File: src/rtl/serial_sub_if.sv
// Handshake bundle for the bit-serial subtractor: operand bit stream in, difference bit stream out.
// op_add exists only when SERIAL_SUB_ADD_MODE_EN is defined.
interface serial_sub_if;
    logic start;
    logic in_valid;
    logic a_bit;
    logic b_bit;
`ifdef SERIAL_SUB_ADD_MODE_EN
    logic op_add;
`endif
    logic busy;
    logic out_valid;
    logic diff_bit;
    logic last;
    logic done;
    logic borrow_out;
    logic overflow;

`ifdef SERIAL_SUB_ADD_MODE_EN
    modport master (
        output start, in_valid, a_bit, b_bit, op_add,
        input  busy, out_valid, diff_bit, last, done, borrow_out, overflow
    );
    modport slave (
        input  start, in_valid, a_bit, b_bit, op_add,
        output busy, out_valid, diff_bit, last, done, borrow_out, overflow
    );
`else
    modport master (
        output start, in_valid, a_bit, b_bit,
        input  busy, out_valid, diff_bit, last, done, borrow_out, overflow
    );
    modport slave (
        input  start, in_valid, a_bit, b_bit,
        output busy, out_valid, diff_bit, last, done, borrow_out, overflow
    );
`endif
endinterface

File: src/rtl/serial_sub.sv
// Bit-serial two's-complement A - B, LSB first, one ripple cell reused in time with a registered borrow.
// Define SERIAL_SUB_ADD_MODE_EN to add an op_add input selecting serial addition per frame.
module serial_sub #(
    parameter int WIDTH = 8
) (
    input  logic         clk,
    input  logic         rst_n,
    serial_sub_if.slave  bus
);

    localparam int CW = (WIDTH > 1) ? $clog2(WIDTH) : 1;

    typedef enum logic {IDLE, RUN} state_t;

    state_t          state, state_nx;
    logic [CW-1:0]   cnt;
    logic            br;
    logic            add_mode;
    logic            accept, is_last;
    logic            d_nx, br_nx, ovf_nx;
    logic            vld_p1, diff_p1, last_p1, done_p1;
    logic            borrow_q, ovf_q;

    always_ff @(posedge clk or negedge rst_n) begin
        if (!rst_n) state <= IDLE;
        else        state <= state_nx;
    end

    // start always wins over a bit in the same cycle, including the final bit
    always_comb begin
        state_nx = state;
        accept   = 1'b0;
        is_last  = 1'b0;
        case (state)
            IDLE: begin
                if (bus.start) state_nx = RUN;
            end
            RUN: begin
                if (bus.start) begin
                    state_nx = RUN;
                end else if (bus.in_valid) begin
                    accept = 1'b1;
                    if (cnt == CW'(WIDTH - 1)) begin
                        is_last  = 1'b1;
                        state_nx = IDLE;
                    end
                end
            end
            default: state_nx = IDLE;
        endcase
    end

`ifdef SERIAL_SUB_ADD_MODE_EN
    always_ff @(posedge clk or negedge rst_n) begin
        if (!rst_n)         add_mode <= 1'b0;
        else if (bus.start) add_mode <= bus.op_add;
    end
`else
    assign add_mode = 1'b0;
`endif

    // One full-subtractor / full-adder cell; br holds borrow (or carry in add mode)
    always_comb begin
        d_nx = bus.a_bit ^ bus.b_bit ^ br;
        if (add_mode) begin
            br_nx  = (bus.a_bit & bus.b_bit) | (br & (bus.a_bit ^ bus.b_bit));
            ovf_nx = (bus.a_bit == bus.b_bit) & (d_nx != bus.a_bit);
        end else begin
            br_nx  = (~bus.a_bit & bus.b_bit) | (~(bus.a_bit ^ bus.b_bit) & br);
            ovf_nx = (bus.a_bit != bus.b_bit) & (d_nx != bus.a_bit);
        end
    end

    // Stage p1: registered result bit, framing flags and frame status
    always_ff @(posedge clk or negedge rst_n) begin
        if (!rst_n) begin
            br       <= 1'b0;
            cnt      <= '0;
            vld_p1   <= 1'b0;
            diff_p1  <= 1'b0;
            last_p1  <= 1'b0;
            done_p1  <= 1'b0;
            borrow_q <= 1'b0;
            ovf_q    <= 1'b0;
        end else begin
            vld_p1  <= accept;
            last_p1 <= is_last;
            done_p1 <= is_last;
            if (bus.start) begin
                br       <= 1'b0;
                cnt      <= '0;
                borrow_q <= 1'b0;
                ovf_q    <= 1'b0;
            end else if (accept) begin
                diff_p1 <= d_nx;
                br      <= br_nx;
                cnt     <= is_last ? '0 : cnt + 1'b1;
                if (is_last) begin
                    borrow_q <= br_nx;
                    ovf_q    <= ovf_nx;
                end
            end
        end
    end

    assign bus.busy       = (state == RUN);
    assign bus.out_valid  = vld_p1;
    assign bus.diff_bit   = diff_p1;
    assign bus.last       = last_p1;
    assign bus.done       = done_p1;
    assign bus.borrow_out = borrow_q;
    assign bus.overflow   = ovf_q;

endmodule

File: src/flat_wrapper.sv
// flat-port wrapper written by rule: the top's interface ports become plain ports
module serial_sub_flat 
#(
    parameter int WIDTH = 8
)
  (clk, rst_n, bus_start, bus_in_valid, bus_a_bit, bus_b_bit, bus_busy, bus_out_valid, bus_diff_bit, bus_last, bus_done, bus_borrow_out, bus_overflow);
  serial_sub_if bus_i ();
  input  logic clk;
  input  logic rst_n;
  input wire logic [$bits(bus_i.start)-1:0] bus_start;
  input wire logic [$bits(bus_i.in_valid)-1:0] bus_in_valid;
  input wire logic [$bits(bus_i.a_bit)-1:0] bus_a_bit;
  input wire logic [$bits(bus_i.b_bit)-1:0] bus_b_bit;
  output wire logic [$bits(bus_i.busy)-1:0] bus_busy;
  output wire logic [$bits(bus_i.out_valid)-1:0] bus_out_valid;
  output wire logic [$bits(bus_i.diff_bit)-1:0] bus_diff_bit;
  output wire logic [$bits(bus_i.last)-1:0] bus_last;
  output wire logic [$bits(bus_i.done)-1:0] bus_done;
  output wire logic [$bits(bus_i.borrow_out)-1:0] bus_borrow_out;
  output wire logic [$bits(bus_i.overflow)-1:0] bus_overflow;
  assign bus_i.start = bus_start;
  assign bus_i.in_valid = bus_in_valid;
  assign bus_i.a_bit = bus_a_bit;
  assign bus_i.b_bit = bus_b_bit;
  assign bus_busy = bus_i.busy;
  assign bus_out_valid = bus_i.out_valid;
  assign bus_diff_bit = bus_i.diff_bit;
  assign bus_last = bus_i.last;
  assign bus_done = bus_i.done;
  assign bus_borrow_out = bus_i.borrow_out;
  assign bus_overflow = bus_i.overflow;
  serial_sub #(.WIDTH(WIDTH)) u_core (.clk(clk), .rst_n(rst_n), .bus(bus_i));
endmodule
File: config.mk
export PLATFORM = sky130hd
export DESIGN_NAME = serial_sub_flat
export DESIGN_NICKNAME = d
export VERILOG_FILES = /design/src/rtl/serial_sub_if.sv /design/src/rtl/serial_sub.sv /design/src/flat_wrapper.sv
export SDC_FILE = /design/constraint.sdc
export NUM_CORES = 1
export LEC_CHECK = 0
export CELL_PAD_IN_SITES_DETAIL_PLACEMENT = 0
export CELL_PAD_IN_SITES_GLOBAL_PLACEMENT = 1
export CORE_UTILIZATION = 30
export DETAILED_ROUTE_END_ITERATION = 16
export PLACE_DENSITY = 0.62
export RECOVER_POWER = 100
export SKIP_LAST_GASP = 1
export SYNTH_ARGS = -nofsm -noshare
export SYNTH_HDL_FRONTEND = slang
export SYNTH_SLANG_ARGS = --single-unit
export TNS_END_PERCENT = 100
File: constraint.sdc
create_clock -name clk -period 1.7 [get_ports clk]
set_input_delay 0.34 -clock clk [delete_from_list [all_inputs] [get_ports clk]]
set_output_delay 0.34 -clock clk [all_outputs]
set_load 0.02 [all_outputs]
==> metrics.cfg, run 1 <==
[critical_path]
startpoint_type = flop
r2r-start = u_core.br
r2r_setup_slack_ns = 0.06
cp_slowest_cell = fa_1
critical_path_class = reg2reg
r2r_end = u_core.bus.overflow
crit_family = adder cells
crit_cells = 4
crit_path_end = u_core.bus.overflow
max_stage_delay_ns = 0.48
arrival_ns = 1.85
worst_setup_path_end_kind = flop
path_buf_inv = 0
critPathLaunch = u_core.br
cp_max_fo = 2
worstRegToRegCells = 4
path_cells = fa_1, xor2_1, or3_1, a21oi_2
worstPathRequired_ns = 1.90

[timing]
period_share = 0.9671
setup_ws_ns = 0.05590
tightest_slew_ns = 0.4566
rsz0062_at_grt = no
fin_skew_ns = 0.006229
setup_viol = 0
slew_viol_final = 0
hold_ws_ns = 0.4506
maxSlewHeadroom = 0.6946
fmax_mhz = 608.2
hold_viol = 0
finalCriticalPeriod_ns = 1.644
tns_ns = 0

[placed_design]
dpl_cell_area_um2 = 638.1
gp_congestion = 0.6948
dpl.hpwl_um = 694.9
port_buffers = 12
preCtsSetupSlack_ns = -0.3592
dp_cells = 71

[synth]
syn_area_per_cell_um2 = 11.62
synthSimpleGateAreaFrac = 0.2026
yosysMostFrequentCell = dfrtp_1
synth_edf_count = 0
synth_warnings = 0
synth_adder_area_share = 0.1179
seq_area_frac_synth = 0.5128
synth_top_family_by_area = simple AND/OR/NAND/NOR gates
syn_nets = 52
synth_xor_area_frac = 0.01795
synthArstFlopShare = 1.000
synthFlopType = dfrtp_1
netlist.area_leader.share = 0.5128
synth_mux_area_frac = 0
synth.ff_latch_count = 10
syn_inst = 42
synthTopCellsByArea = dfrtp_1 (51%), nand3b_1 (9.2%), ha_1 (7.7%)
synth-compound-area-share = 0.09231
synth_common_cells = dfrtp_1 (10), nand3b_1 (6), o21ai_0 (5)
yosysTopAreaCell = dfrtp_1
ys_types = 16
netlist_area_um2 = 488.0

[pwr]
powerDensity_nw_per_um2 = 821.8
power.leakage_nw = 0.3482
power_mw = 0.5501
irDropWorstVdd_mv = 0.3952

[drt]
first_pass_iters = 2
viasPerCell = 4.787
final_antenna_net_count = 0
drt-wirelength-per-cell_um = 12.01
drc = 0
drtIter0Drc = 4
drt-total-wl_um = 901
vias = 359

[clocking]
clk_latency_ns = 0.27
cts_buffers = 3
cts_buffer_depth = 2
clk_pin_slew_ns = 0.07
htreeDepth = 1
cts_setup_buffers = 0
cts_root_buffer = clkbuf_4
cts_sinks = 10
cts_tree = yes

[global_routing]
grt-ovfl-total = 0
antenna_found_initial = 0
track_usage = 0.1227
grt_max_degree = 12
first_global_vias = 353
grt_pass1_wl_um = 1545

[layout]
final_area_um2 = 669.4
fin_cells = 75
nets = 70
drive_gt1_frac = 0.1695
n_antenna_cell = 0
fin_util = 0.4444
syn_to_final_growth_pct = 37.18
multi_input_area_um2 = 214.0
ff_latch_area_um2 = 250.2
nFillCells = 143

[floorplanning]
die-area_um2 = 1792
io_pins = 13
fp-row-count = 14
die_h_um = 42.33
die_x_um = 42.33
core-area_um2 = 1506
initial_utilization = 0.3239

[run_status]
status = finished clean

[run]
max_cap_viol_count = 0

[worst_hold_path]
hold_path_class = in2async

==> worst min-delay path by stage <==
stage,slack (ns),depth (start not counted),start,end
2_1_floorplan,0.04,0,rst_n,u_core.br
3_3_place_gp,0.46,2,u_core.bus.diff_bit,u_core.bus.diff_bit
3_5_place_dp,0.49,2,u_core.bus.diff_bit,u_core.bus.diff_bit
4_1_cts,0.39,1,rst_n,u_core.bus.out_valid
5_1_grt,0.47,1,rst_n,u_core.bus.out_valid
6_report,0.45,1,rst_n,u_core.bus.out_valid
==> flip-flops by register name, indices dropped and copies added, names as in the netlist <==
| signal | cells |
|---|---|
| u_core.br | 1 |
| u_core.bus.borrow_out | 1 |
| u_core.bus.busy | 1 |
| u_core.bus.diff_bit | 1 |
| u_core.bus.last | 1 |
| u_core.bus.out_valid | 1 |
| u_core.bus.overflow | 1 |
| u_core.cnt | 3 |
==> routing by layer <==
metal,up-vias,GRT usage,share of wire
li1,178,-,-
met1,165,0.1385,0.40
met3,3,0.05172,0.057
met4,0,0.05625,0.021
met5,-,0,0
met2,13,0.2000,0.52
==> worst register-to-register path: stages, from the launching register on <==
cell     delay, ns
dfrtp_1       0.40
fa_1          0.48
xor2_1        0.16
or3_1         0.39
a21oi_2       0.15
==> layout make-up <==
class                   count  area share
multi-input cells          26      0.3196
clock buffers               4     0.05421
repair buffers             15      0.2000
inverters                   4     0.02243
flip-flops and latches     10      0.3738
well taps                  16     0.02991
==> logic make-up (layout without fill, tap and decap cells) <==
kind of cell / count (synthesis) / in the layout
compound gates: 8 / 8
xor+xnor: 1 / 1
fa+ha+maj: 4 / 4
buf+inv: 6 / 23
flops: 10 / 10
simple gates: 13 / 13
==> cell usage in the layout (no fill, tap or decap), drive strengths merged <==
| master | n |
|---|---|
| a21o | 1 |
| a21oi | 1 |
| buf | 3 |
| clkbuf | 5 |
| clkdlybuf4s50 | 2 |
| dfrtp | 10 |
| dlygate4sd2 | 2 |
| dlygate4sd3 | 7 |
| fa | 1 |
| ha | 3 |
| inv | 4 |
| nand2 | 3 |
| nand2b | 2 |
| nand3b | 6 |
| nand4b | 1 |
| o21ai | 5 |
| o31ai | 1 |
| or3 | 1 |
| xor2 | 1 |
==> power breakdown <==
part           total [mW]  switching, mW  internal, mW
combinational      0.0771         0.0400        0.0371
sequential          0.259        0.00781         0.251
clock               0.214         0.0841         0.130
total               0.550          0.132         0.418
==> timing repair <==
action                                  CTS  global route
endpoints found under the setup margin    1             1
hold buffers                              0             0
pin swaps                                 3             0
resized for setup                         4             1
(Power assumes the default switching activity.)
==> run 2, diff against run 1 <==
Settings changed: ABC_AREA from default to 1, PLACE_DENSITY 0.62 to 0.65.
==> run 2 against run 1 <==
Setup slack got worse by 0.0081 ns. Cell area decreased by 4.9%. Clock skew decreased by 0.0055 ns. Sequential power about the same.
==> metrics.cfg, run 2 <==
[run_status]
status = finished clean

[timing]
fin_skew_ns = 0.0007594  ; -0.005469 ns
hold_ws_ns = 0.4629  ; +0.01231 ns
maxSlewHeadroom = 0.6926  ; -0.001985
tns_ns = 0  ; unchanged
finalCriticalPeriod_ns = 1.652  ; +0.008130 ns
setup_viol = 0  ; unchanged
rsz0062_at_grt = no
slew_viol_final = 0  ; unchanged
hold_viol = 0  ; unchanged
period_share = 0.9719  ; +0.004782
fmax_mhz = 605.2  ; -0.49%
tightest_slew_ns = 0.4596  ; +0.002968 ns

[synth]
netlist.area_leader.share = 0.5222  ; +0.009373
netlist_area_um2 = 479.2  ; -1.8%
ys_types = 13  ; -3
synth_edf_count = 0  ; unchanged
synth.ff_latch_count = 10  ; unchanged
synthFlopType = dfrtp_1
synthTopCellsByArea = dfrtp_1 (52%), nand2_1 (17%), ha_1 (7.8%)
synth_common_cells = nand2_1 (22), dfrtp_1 (10)
yosysMostFrequentCell = nand2_1
seq_area_frac_synth = 0.5222  ; +0.009373
syn_inst = 53  ; +26%
synth_warnings = 0  ; unchanged
yosysTopAreaCell = dfrtp_1
synthArstFlopShare = 1.000  ; unchanged
syn_nets = 63  ; +21%
syn_area_per_cell_um2 = 9.042  ; -22%

[drt]
drt-total-wl_um = 868  ; -3.7%
drtIter0Drc = 6  ; +2
final_antenna_net_count = 0  ; unchanged
viasPerCell = 4.500  ; -6.0%
first_pass_iters = 2  ; unchanged
drt-wirelength-per-cell_um = 10.33  ; -14%
drc = 0  ; unchanged
vias = 378  ; +5.3%

[critical_path]
worst_setup_path_end_kind = output pin
worstPathRequired_ns = 1.36  ; -0.54 ns
critical_path_class = reg2out
max_stage_delay_ns = 0.63  ; +0.15 ns
r2r_end = u_core.bus.overflow
worstRegToRegCells = 6  ; +2
arrival_ns = 1.31  ; -0.54 ns
critPathLaunch = u_core.bus.busy
path_buf_inv = 1  ; +1
r2r_setup_slack_ns = 0.41  ; +0.35 ns
crit_cells = 1  ; -3
cp_max_fo = 5  ; +3
crit_family = buffers and inverters
r2r-start = u_core.br
startpoint_type = flop
crit_path_end = bus_busy
path_cells = clkdlybuf4s50_1
cp_slowest_cell = clkdlybuf4s50_1

[placed_design]
dpl.hpwl_um = 683.3  ; -1.7%
port_buffers = 12  ; unchanged
gp_congestion = 0.6955  ; +0.10%

[floorplanning]
die_h_um = 41.97  ; -0.86%
die_x_um = 41.97  ; -0.86%
fp-row-count = 14  ; unchanged
initial_utilization = 0.3181  ; -0.005814
core-area_um2 = 1506  ; unchanged
io_pins = 13  ; unchanged
die-area_um2 = 1761  ; -1.7%

[layout]
n_antenna_cell = 0  ; unchanged
nets = 80  ; +14%
drive_gt1_frac = 0.1029  ; -0.06655
top_register = u_core.cnt
final_common_cell = nand2_1
final_cell_mix = nand2_1 (22), dfrtp_1 (10), dlygate4sd3_1 (9)
nFillCells = 155  ; +8.4%
syn_to_final_growth_pct = 32.90
largest_reg_flops = 3  ; unchanged

[clocking]
clk_pin_slew_ns = 0.06  ; about the same
clk_latency_ns = 0.26  ; about the same
post_cts_resized = 0  ; -4
cts_root_buffer = clkbuf_4
cts_hold_buf = 0  ; unchanged
htreeDepth = 1  ; unchanged
cts_tree = yes
cts_buffer_depth = 2  ; unchanged
cts_setup_buffers = 0  ; unchanged
cts_sinks = 10  ; unchanged
cts_buffers = 3  ; unchanged

[pwr]
power.leakage_nw = 0.3586  ; +3.0%
irDropWorstVdd_mv = 0.4045  ; +2.4%
powerDensity_nw_per_um2 = 772.0  ; -6.1%

[global_routing]
track_usage = 0.1223  ; -0.0004809
grt_max_degree = 11  ; -1
grt_pass1_wl_um = 1587  ; +2.7%
first_global_vias = 364  ; +3.1%
grt-ovfl-total = 0  ; unchanged
antenna_found_initial = 0  ; unchanged

[run]
max_cap_viol_count = 0  ; unchanged

[worst_hold_path]
hold_path_class = in2async

run 2: final cells by class:
| cell class | count | area [µm²] | share of cell area |
|---|---|---|---|
| well taps | 16 | 20.02 | 0.03143 |
| inverters | 4 | 15.01 | 0.02358 |
| repair buffers | 13 | 127.6 | 0.2004 |
| clock buffers | 3 | 22.52 | 0.03536 |
| flip-flops and latches | 10 | 250.2 | 0.3929 |
| multi-input cells | 38 | 201.4 | 0.3163 |
run 2: kinds of logic (layout without fill, tap and decap cells):
family,Yosys count,after routing,share of synthesized area
simple gates,33,33,0.3003
compound gates,1,1,0.01043
fa+ha+maj,4,4,0.1201
flops,10,10,0.5222
buf+inv,5,20,0.04699
run 2: power by group:
part | internal (mW) | switching [mW]
sequential | 0.251 | 0.00724
combinational | 0.0339 | 0.0419
clock | 0.0816 | 0.0759
run 2: layer usage:
metal,vias to the layer above,wire length [µm],GRT usage
met3,5,35,0.03043
li1,199,-,-
met4,0,33,0.09677
met1,164,435,0.1717
met5,-,0,0
met2,10,363,0.1563
run 2: how the worst min path moves through the flow:
stage	from	to	cells after the start	slack, ns
2_1_floorplan	rst_n	u_core.br	0	0.04
3_3_place_gp	u_core.cnt[1]	u_core.cnt[1]	2	0.46
5_1_grt	rst_n	u_core.bus.diff_bit	1	0.51
6_report	rst_n	u_core.bus.overflow	1	0.46
3_5_place_dp	u_core.cnt[2]	u_core.cnt[2]	2	0.47
4_1_cts	rst_n	u_core.bus.diff_bit	1	0.41
run 2: stage by stage:
| stage | total power, mW | utilization | area (µm²) | setup slack (ns) | instances |
|---|---|---|---|---|---|
| 5_1_grt | 0.5251 | 0.4228 | 636.9 | 0.008342 | 84 |
| 3_5_place_dp | 0.3457 | 0.4111 | 619.3 | -0.09466 | 81 |
| 3_3_place_gp | 0.3445 | 0.4111 | 619.3 | -0.06391 | 81 |
| 4_1_cts | 0.5065 | 0.4261 | 641.9 | 0.04387 | 84 |
| 6_report | 0.4917 | 0.4228 | 636.9 | 0.04777 | 84 |
| 2_1_floorplan | 0.3035 | - | 479.2 | 0.4358 | 53 |
